`src/rtl/branch_predictor.sv`:
```
// Branch history table beside the IF stage: 32 two-bit saturating counters
// indexed by PC[6:2], trained by EX, with branch statistics and a debug read.
// Optional feature macro: BHT_BYPASS_EN (same-cycle write-to-lookup bypass).
module branch_predictor #(
  parameter logic [1:0] INIT_STATE = 2'b01
) (
  input  logic        clk,
  input  logic        rst,
  input  logic [31:0] pc_IF,
  input  logic        is_branch_IF,
  output logic        predict_IF,
  input  logic        record_we,
  input  logic [4:0]  record_pc,
  input  logic        record_data,
  input  logic        record_en,
  output logic [31:0] stat_branch,
  output logic [31:0] stat_taken,
  input  logic [4:0]  dbg_addr,
  output logic [1:0]  dbg_data
);

  localparam int unsigned ENTRIES = 32;
  localparam int unsigned IDX_W   = 5;
  localparam int unsigned CNT_W   = 2;
  localparam int unsigned STAT_W  = 32;

  logic [CNT_W-1:0] cnt [ENTRIES];
  logic [IDX_W-1:0] lookup_idx;
  logic [CNT_W-1:0] rec_cur;
  logic [CNT_W-1:0] rec_nxt;
  logic             upd;
  logic             unused_pc;

  // PC bits outside the index field carry no table information (aliasing is intended)
  assign unused_pc  = ^{pc_IF[31:7], pc_IF[1:0]};
  assign lookup_idx = pc_IF[6:2];
  assign upd        = record_we & record_en;
  assign rec_cur    = cnt[record_pc];

  // Saturating step of the counter being trained this cycle
  always_comb begin
    rec_nxt = rec_cur;
    if (record_data) begin
      if (rec_cur != 2'b11) rec_nxt = rec_cur + 2'd1;
    end else begin
      if (rec_cur != 2'b00) rec_nxt = rec_cur - 2'd1;
    end
  end

  // Lookup: MSB of the counter is the taken prediction; non-branches predict 0
  always_comb begin
    predict_IF = is_branch_IF & cnt[lookup_idx][1];
`ifdef BHT_BYPASS_EN
    if (upd && (record_pc == lookup_idx)) begin
      predict_IF = is_branch_IF & rec_nxt[1];
    end
`endif
  end

  // Debug port shows stored state only, never the in-flight value
  assign dbg_data = cnt[dbg_addr];

  // Counter table: one write per cycle at the resolved branch's index
  always_ff @(posedge clk or posedge rst) begin
    if (rst) begin
      for (int i = 0; i < ENTRIES; i++) begin
        cnt[i] <= INIT_STATE;
      end
    end else if (upd) begin
      cnt[record_pc] <= rec_nxt;
    end
  end

  // Branch statistics; both wrap modulo 2^32
  always_ff @(posedge clk or posedge rst) begin
    if (rst) begin
      stat_branch <= '0;
      stat_taken  <= '0;
    end else if (upd) begin
      stat_branch <= stat_branch + STAT_W'(1);
      stat_taken  <= stat_taken + STAT_W'(record_data);
    end
  end

endmodule

```
`config.mk`:
```
export PLATFORM = sky130hd
export DESIGN_NAME = branch_predictor
export DESIGN_NICKNAME = d
export VERILOG_FILES = /design/src/rtl/branch_predictor.sv
export SDC_FILE = /design/constraint.sdc
export NUM_CORES = 1
export LEC_CHECK = 0
export CAP_MARGIN = 20
export CORE_MARGIN = 5
export CORE_UTILIZATION = 58
export DETAILED_ROUTE_END_ITERATION = 10
export PLACE_DENSITY = 0.84
export SETUP_SLACK_MARGIN = 0.05
export SLEW_MARGIN = 10
export SYNTH_ARGS = -nofsm -noshare
export SYNTH_HDL_FRONTEND = slang
export SYNTH_SLANG_ARGS = --single-unit
```
`constraint.sdc`:
```
create_clock -name clk -period 11.8 [get_ports clk]
set_input_delay 1.77 -clock clk [delete_from_list [all_inputs] [get_ports clk]]
set_output_delay 1.77 -clock clk [all_outputs]
set_load 0.01 [all_outputs]
```
==> impl_results.md <==
* EDFF count, synth at 0
* GRT overflow at 0
* I/O pin cnt at roughly 120
* Adder-Cell Fraction of Synth Area at 0.005402
* Routed wire length at 17.66 mm
* Crit-path slowest cell: clkdlybuf4s50_1
* Final cell area excluding filler cells at about 0.0084 sq mm
* Ys flop type: dfrtp_1
* Sequential area share after synthesis at 0.4668
* Placer Congestion at 0.8879
* Syn Nets at ~710
* Initial Util at 0.5858
* Overall routing resource usage at 0.2613
* Post-synth top area cell: dfrtp_1
* Mux contribution to synthesized area at 0.1487
* HP Class: flop to flop
* Share of cells above drive strength 1 at 0.1513
* Clock latency on the worst-skew pair at between 400 and 500 ps
* VDD IR max at around 98 uV
* Final hold viol count at 0
* Dpl cell area at about 0.0078 sq mm
* Largest family of logic cells by synthesized area: simple AND/OR/NAND/NOR gates
* Die Ht at between 100 and 150 microns
* Die X at approximately 120 microns
* Row count at 40
* Drt wl/cell at around 20 microns
* Final slew viol count at 0
* Syn avg cell area at 10.50 sq um
* Crit Path Category: input pin to output port
* CP max FO at 16
* # diodes at 0
* TritonCTS Buffers at 17
* Setup TNS at 0 ps
* Max clock buf depth at 2
* Core area at 0.01186 sq mm
* Startpoint type of the worst setup path: input pin
* Post-synthesis register bit count at about 130
* First-pass GRT wire length at just under 30 mm
* Number of global-route vias before repair at ~5.7k
* CP Data Arrival Time at 4700 ps
* Mapped Area at slightly below 0.007 sq mm
* CP max stage delay at approximately 1000 ps
* CTS tree: built
* Max-cap violations at 0
* M2 GR Usage at 0.4163
* Vias at about 5.5k
* Top post-synthesis cells by count: dfrtp_1 (96), nor2_1 (85), nand2_1 (72)
* Netlist cell types at 45
* H-tree depth at 4
* Max Clk Rate at approximately 0.15 GHz
* Cts hold-fix bufs at 0
* Crit. End Element: output port
* Synth Area in XOR/XNOR at 0.07690
* Worst-margin pin slew at 1114 ps
* Reg clk slew, reported paths at 50 ps
* Most numerous cell in the Yosys netlist: dfrtp_1
* Gr busiest metal: met2
* Final WS setup at about 5300 ps
* Final setup violation count at 0
* Dpl hpwl at roughly 12 mm
* Required @ worst endpoint at around 10000 ps
* Nets@finish at 785
* Synth warn at 0
* TritonCTS Sinks at 128
* Share of the synthesized area in the top cell type at 0.3458
* Setup Buffers After CTS at 0
* Die ar. at between 0.01 and 0.015 sq mm
* Fin crit period at ~6500 ps
* # DRC at 0
* Grt met1 use at 0.3325
* Layout Skew at around 5.2 ps
* Placement Setup Slack at slightly above 5000 ps
* Syn-to-layout area delta at 20.87%
* Antenna-violating nets left at 0
* RSZ-0062 raised after global routing: no
* Final core utilization at 0.7080
* Largest net degree at the start of global routing at between 60 and 70
* Worst-path cell chain: clkdlybuf4s50_1, mux4_2, mux4_2, mux2_2, clkdlybuf4s50_1
* LEAKAGE at between 3 and 4 nW
* Met3 Usage GRT at 0.1007
* Antenna violations before repair at 0
* Synth async-reset ratio at 1.000
* Fin crit share at 0.5487
* PortBufs at 87
* Slew HR at 0.2564
* Outcome: finished clean
* Final non-filler cell total at between 800 and 900
* Power density cells at approximately 160 mW/mm^2
* Initial DRC Count at 468
* Post-placement cell count at about 860
* Post-Syn Instances at around 660
* Root Buffer: clkbuf_16
* Post-cts sizing count at 0
* Simple-Gate Fraction of Synth Area at 0.1700
* Largest cells by area after synthesis: dfrtp_1 (35%), dfstp_2 (12%), mux4_2 (10%)
* Via density at about 6.2
* Complex-gate fraction of the synthesized area at 0.09220
* DRT Pass-1 Iters at 7
[per-layer routing]
metal,vias up,share of wire
li1,2514,-
met1,2737,0.40
met2,257,0.48
met3,25,0.099
met4,0,0.015
met5,-,0
[layout by cell type (no fill, tap or decap), types with 18 or more instances in the layout]
| master | netlist | layout |
|---|---|---|
| a31oi_1 | 30 | 30 |
| clkdlybuf4s50_1 | 0 | 86 |
| dfrtp_1 | 96 | 96 |
| dfstp_2 | 32 | 32 |
| mux2i_1 | 29 | 29 |
| mux4_2 | 32 | 32 |
| nand2_1 | 72 | 72 |
| nand3_1 | 19 | 19 |
| nor2_1 | 85 | 85 |
| o21ai_0 | 21 | 21 |
| o21ai_1 | 21 | 21 |
| o22ai_1 | 24 | 24 |
| xnor2_1 | 43 | 43 |
| xor2_1 | 18 | 18 |
[path summary, 6_finish.rpt]
| path | startpoint | end | slack [ps] | depth (start not counted) |
|---|---|---|---|---|
| worst max-delay path | dbg_addr[1] | dbg_data[0] | 5330 | 5 |
| worst min-delay path | stat_taken[31] | stat_taken[31] | 470 | 1 |
| worst max register to register | cnt[29] | cnt[61] | 9010 | 6 |
| worst min register to register | stat_taken[31] | stat_taken[31] | 470 | 1 |
| max in group asynchronous | rst | cnt[37] | 8620 | 3 |
| min in group asynchronous | rst | stat_branch[23] | 1860 | 2 |
[critical path: cells and delay by family]
kind	cells	cell delay, ps
mux	3	1420
buf+inv	2	1520
[kinds of logic (layout without fill, tap and decap cells)]
logic type | Yosys count | count (layout)
AOI/OAI and AO/OA | 104 | 104
xor gates and xnor gates | 61 | 61
adders and majority gates | 3 | 3
buffers and inverters | 55 | 140
DFF | 128 | 128
muxes | 63 | 63
and+or+nand+nor | 248 | 248
[power breakdown]
group          switching (W)  internal (W)  total, W
sequential         0.0000617      0.000505  0.000567
clock               0.000196      0.000316  0.000512
combinational       0.000125      0.000127  0.000252
[final cells by class]
cell class                      count  area [sq um]
Clock buffer                       19         442.9
Sequential cell                   128          3243
Clock inverter                     13         138.9
Tap cell                          147         183.9
Timing Repair Buffer               90         892.1
Fill cell                         837          3463
Multi-Input combinational cell    479          3427
Inverter                           18         70.07
[flip-flops by register name, summed over array words and instances (netlist names)]
name and cells:
cnt 64, stat_branch 32, stat_taken 32
[stage by stage]
step                total power, W  hold WS (ps)
global placement         0.0008081         460.2
finish                    0.001331         467.5
floorplan                0.0007247         447.5
CTS                       0.001335         476.6
detailed placement       0.0008202         465.0
global route              0.001396         484.6
Power figures use the tool's default switching activity.
